[src/rtl/tdm_demux_14.sv]
// Serial slot stream to four parallel channels. A hunt/locked FSM aligns on the
// frame marker and flywheels through up to NUM_MISS-1 consecutive missing markers.
module tdm_demux_14 #(
   parameter int WIDTH    = 8,
   parameter int NUM_MISS = 2
) (
   input  logic             clk,
   input  logic             rst_n,
   input  logic [WIDTH-1:0] din,
   input  logic             din_valid,
   input  logic             fsync,
   output logic [WIDTH-1:0] ch0,
   output logic [WIDTH-1:0] ch1,
   output logic [WIDTH-1:0] ch2,
   output logic [WIDTH-1:0] ch3,
   output logic             frame_valid,
   output logic             locked,
   output logic             err_sync
);

   typedef enum logic {ST_HUNT = 1'b0, ST_LOCKED = 1'b1} state_t;

   state_t           r_state, w_state_next;
   logic [1:0]       r_cnt, w_cnt_next;
   logic [2:0]       r_miss, w_miss_next;
   logic [2:0]       w_miss_inc;
   logic             w_miss_drop;
   logic             w_load_sh0, w_load_sh1, w_load_sh2, w_frame, w_err;
   logic [WIDTH-1:0] r_sh0, r_sh1, r_sh2;
   logic [WIDTH-1:0] r_ch0, r_ch1, r_ch2, r_ch3;
   logic             r_frame_valid, r_err_sync;

   assign w_miss_inc  = r_miss + 3'd1;
   assign w_miss_drop = (w_miss_inc == 3'(NUM_MISS));

   always_ff @(posedge clk or negedge rst_n) begin
      if (!rst_n) begin
         r_state <= ST_HUNT;
         r_cnt   <= 2'd0;
         r_miss  <= 3'd0;
      end else begin
         r_state <= w_state_next;
         r_cnt   <= w_cnt_next;
         r_miss  <= w_miss_next;
      end
   end

   always_comb begin
      w_state_next = r_state;
      w_cnt_next   = r_cnt;
      w_miss_next  = r_miss;
      if (din_valid) begin
         if (r_state == ST_HUNT) begin
            if (fsync) begin
               w_state_next = ST_LOCKED;
               w_cnt_next   = 2'd1;
               w_miss_next  = 3'd0;
            end
         end else if (r_cnt == 2'd0) begin
            if (fsync) begin
               w_cnt_next  = 2'd1;
               w_miss_next = 3'd0;
            end else if (w_miss_drop) begin
               w_state_next = ST_HUNT;
               w_cnt_next   = 2'd0;
               w_miss_next  = 3'd0;
            end else begin
               w_cnt_next  = 2'd1;
               w_miss_next = w_miss_inc;
            end
         end else if (fsync) begin
            // Early marker realigns to slot 0; miss count is deliberately kept
            w_cnt_next = 2'd1;
         end else begin
            w_cnt_next = r_cnt + 2'd1;
         end
      end
   end

   always_comb begin
      w_load_sh0 = 1'b0;
      w_load_sh1 = 1'b0;
      w_load_sh2 = 1'b0;
      w_frame    = 1'b0;
      w_err      = 1'b0;
      if (din_valid) begin
         if (r_state == ST_HUNT) begin
            w_load_sh0 = fsync;
         end else if (r_cnt == 2'd0) begin
            w_err      = !fsync;
            w_load_sh0 = fsync || !w_miss_drop;
         end else if (fsync) begin
            w_err      = 1'b1;
            w_load_sh0 = 1'b1;
         end else begin
            w_load_sh1 = (r_cnt == 2'd1);
            w_load_sh2 = (r_cnt == 2'd2);
            w_frame    = (r_cnt == 2'd3);
         end
      end
   end

   always_ff @(posedge clk or negedge rst_n) begin
      if (!rst_n) begin
         r_sh0         <= '0;
         r_sh1         <= '0;
         r_sh2         <= '0;
         r_ch0         <= '0;
         r_ch1         <= '0;
         r_ch2         <= '0;
         r_ch3         <= '0;
         r_frame_valid <= 1'b0;
         r_err_sync    <= 1'b0;
      end else begin
         if (w_load_sh0) r_sh0 <= din;
         if (w_load_sh1) r_sh1 <= din;
         if (w_load_sh2) r_sh2 <= din;
         if (w_frame) begin
            r_ch0 <= r_sh0;
            r_ch1 <= r_sh1;
            r_ch2 <= r_sh2;
            r_ch3 <= din;
         end
         r_frame_valid <= w_frame;
         r_err_sync    <= w_err;
      end
   end

   assign ch0         = r_ch0;
   assign ch1         = r_ch1;
   assign ch2         = r_ch2;
   assign ch3         = r_ch3;
   assign frame_valid = r_frame_valid;
   assign err_sync    = r_err_sync;
   assign locked      = (r_state == ST_LOCKED);

endmodule

[config.mk]
export PLATFORM = sky130hd
export DESIGN_NAME = tdm_demux_14
export DESIGN_NICKNAME = d
export VERILOG_FILES = /design/src/rtl/tdm_demux_14.sv
export SDC_FILE = /design/constraint.sdc
export NUM_CORES = 1
export LEC_CHECK = 0
export CORE_AREA = 4 4 82 84
export DETAILED_ROUTE_END_ITERATION = 8
export DIE_AREA = 0 0 86 88
export PLACE_DENSITY = 0.72
export SLEW_MARGIN = 20
export SYNTH_ARGS = -nofsm -noshare
export SYNTH_HDL_FRONTEND = slang
export SYNTH_SLANG_ARGS = --single-unit
[constraint.sdc]
create_clock -name clk -period 1.8 [get_ports clk]
set_clock_uncertainty 0.05 [all_clocks]
set_input_delay 0.36 -clock clk [delete_from_list [all_inputs] [get_ports clk]]
set_output_delay 0.36 -clock clk [all_outputs]
set_load 0.05 [all_outputs]
==> results of run 1 <==
[registers in the layout, indices dropped and copies added (netlist names)]
name         flops
ch0              8
ch1              8
ch2              8
ch3              8
r_sh0            8
r_sh1            8
r_sh2            8
r_miss           3
r_cnt            2
err_sync         1
frame_valid      1
locked           1
[worst paths after layout]
check | end | slack, ns
worst max-delay path | ch1[7] | 0.04
worst min-delay path | locked | 0.43
worst max register to register | ch1[7] | 0.04
worst min register to register | ch2[5] | 0.45
max in group asynchronous | locked | 0.88
min in group asynchronous | r_sh2[6] | 0.53
[report_power, final]
part           switching, mW  internal, mW
clock                  0.518         0.534
combinational           1.93          1.57
sequential             0.376          2.09
total                   2.82          4.19
[metal layers]
metal / vias up / wire, µm / share of wire (%) / GRT usage, %
li1: 755 / - / - / -
met1: 777 / 2360 / 47 / 18.3
met2: 34 / 2300 / 46 / 22.8
met3: 7 / 256 / 5.1 / 4.89
met4: 0 / 80 / 1.6 / 6.91
met5: - / 0 / 0 / 0
[kinds of logic (layout without fill, tap and decap cells)]
kind of cell | Yosys count | count (layout) | synth area share, %
AOI/OAI and AO/OA | 12 | 12 | 3.87
xor gates and xnor gates | 2 | 2 | 0.638
adders and majority gates | 6 | 6 | 2.73
buffers and inverters | 14 | 92 | 3.01
DFF | 64 | 64 | 58.3
muxes | 59 | 59 | 28.1
and+or+nand+nor | 14 | 14 | 3.42
[cell usage in the layout, fill, tap and decap left out, drive strengths merged]
cell	n
a2111oi	1
or3	1
nand2	4
a2bb2oi	1
clkdlybuf4s50	9
clkbuf	15
nor2	1
and4b	1
mux2i	2
o2111a	1
a21oi	2
nand3b	1
dfrtp	64
a22o	3
ha	6
nand4	1
inv	7
xnor2	2
dlymetal6s2s	1
nor4bb	1
clkinvlp	1
buf	56
dlygate4sd3	1
nand2b	1
nor2b	1
clkinv	2
a311oi	1
o21ai	3
mux2	57
nand3	1
nor3	1
[synthesized netlist by cell type, drive strengths merged]
cell type  instances  share of area (%)
a2111oi            1               0.32
a21oi              2               0.36
a22o               3               0.96
a2bb2oi            1               0.32
a311oi             1               0.96
and4b              1               0.36
buf                7                2.0
dfrtp             64                 58
ha                 6                2.7
inv                7               0.96
mux2              57                 27
mux2i              2               0.73
nand2              4                1.0
nand2b             1               0.23
nand3              1               0.18
nand3b             1               0.27
nand4              1               0.23
nor2               1               0.14
nor2b              1               0.23
nor3               1               0.18
nor4bb             1               0.36
o2111a             1               0.41
o21ai              3               0.55
or3                1               0.23
xnor2              2               0.64
[what timing repair did]
item / CTS / global route
gates cloned: 0 / 2
setup endpoints to repair: 1 / 56
hold endpoints to repair: 64 / 0
buffers inserted: 0 / 2
hold buffers: 1 / 0
resized for setup: 1 / 9
pin swaps: 0 / 3
[cell type report]
type                            count  share of cell area [%]
Clock buffer                       13                    4.10
Clock inverter                      3                   0.483
Inverter                            7                   0.724
Multi-Input combinational cell     93                    30.7
Sequential cell                    64                    44.2
Tap cell                           75                    2.59
Timing Repair Buffer               69                    17.2
[worst max-delay path, stage by stage, from the launching register on]
cell	delay [ns]
dfrtp_1	0.36
inv_2	0.06
ha_4	0.16
nor4bb_2	0.25
buf_4	0.21
nand2_8	0.09
clkbuf_16	0.18
mux2_4	0.29
==> metrics.md, run 1 <==
| Metric | Value |
|---|---|
| Drt pass-1 iters | 4 |
| Clock H-tree levels | 3 |
| Detail Placement HPWL | between 3 and 4 mm |
| CTS tree | built |
| Antenna cells | 0 |
| CTS buffer count | 9 |
| Inst Count DP | about 300 |
| Max Slew Vio Count | 0 |
| Clock Latency Late Sink | roughly 0.33 ns |
| Die Area | roughly 7600 µm² |
| Initial antenna violation count | 0 |
| Die height | a little under 90 µm |
| Share of cells above drive strength 1 | a little under three fifths |
| CP required | between 1.5 and 2 ns |
| Tcrit/Tclk final | between 90% and 100% |
| Residual DRC count | 0 |
| Root buf cell | clkbuf_8 |
| Initial Util | a little under half |
| Final Setup Violations | 0 |
| Avg Cell Area, Syn | roughly 16 µm² |
| Nets@finish | ~260 |
| GPL Wtd Cong | between 0.7 and 0.8 |
| Post-Syn Area | around 2700 µm² |
| Largest net degree at the start of global routing | 65 |
| Fin util | roughly 61% |
| Pre-CTS setup slack | -0.285 ns |
| Core area | 5920 µm² |
| Syn nets | about 190 |
| Area grow syn2layout | 32.0% |
| Synth cell types | 30 |
| Die width | about 86 µm |
| Hold path depth | 2 |
| Via count | about 1,600 |
| CP max FO | 7 |
| Setup TNS | 0 ns |
| Vias in the first global route | approximately 1,700 |
| Design area | ~3600 µm² |
| Crit Path Class | reg -> reg |
| Non-Filler Instances | roughly 320 |
| Total Power | roughly 7 mW |
| Register area | 1600 µm² |
| Final hold slack | ~0.43 ns |
| First-pass GRT wire length | approximately 8.4 mm |
| RSZ-0062 raised after global routing | yes |
| Achievable Freq | roughly 570 MHz |
| Worst hold start | fsync |
| Worst-Margin Slew | about 0.33 ns |
| Worst R2R Start | r_cnt[0] |
| Number of synthesized register bits | between 60 and 70 |
| Gr usage total | approximately 15% |
| Clk sink count | 64 |
| PortBufs | 46 |
| Status | completed |
| Hold Crit Class | in -> reg |
| Power Density | 1930 nW/µm² |
| PnR worst setup slack | roughly 0.04 ns |
| Maximum VDD drop | between 1000 and 1500 µV |
| Antenna-violating nets left | 0 |
| Max-slew headroom | around 77% |
| Fillers | 478 |
| Leakage | 1.84 nW |
| Max-cap violation count | 0 |
| CP startpoint kind | register |
| Worst r2r path cells | 7 |
| Post-synthesis sequential area ratio | between 50% and 60% |
| Area after DPL | 3340 µm² |
| Area of the multi-input gates | roughly 1100 µm² |
| Synth warn | 0 |
| DR WL/cell | between 15 and 20 µm |
| Final critical-path required period | approximately 1.8 ns |
| Critical path data arrival time | ~1.9 ns |
| Clock slew at the register clock pins of the worst setup and hold paths | roughly 0.060 ns |
| Cells after synthesis | 171 |
| Global route overflow | 0 |
| Vias per Instance | about 4.9 |
| Final hold vios | 0 |
| Clock Tree Buf Depth | 2 |
| Critical Path End Type | register |
| Setup crit start | r_cnt[0] |
| Initial drt markers | 65 |
| Top-Level Pins | 47 |
| Num rows | 28 |
| WL final | about 5.0 mm |
Note: power is estimated with default switching activity, not from simulation.
==> run 2: changes to the inputs <==
--- a/config.mk
+++ b/config.mk
@@ -5,6 +5,7 @@
 export SDC_FILE = /design/constraint.sdc
 export NUM_CORES = 1
 export LEC_CHECK = 0
+export ABC_CLOCK_PERIOD_IN_PS = 1800
 export CORE_AREA = 4 4 82 84
 export DETAILED_ROUTE_END_ITERATION = 8
 export DIE_AREA = 0 0 86 88
==> results of run 2 <==
No change in the layout: final DEF, timing and power equal those of run 1.
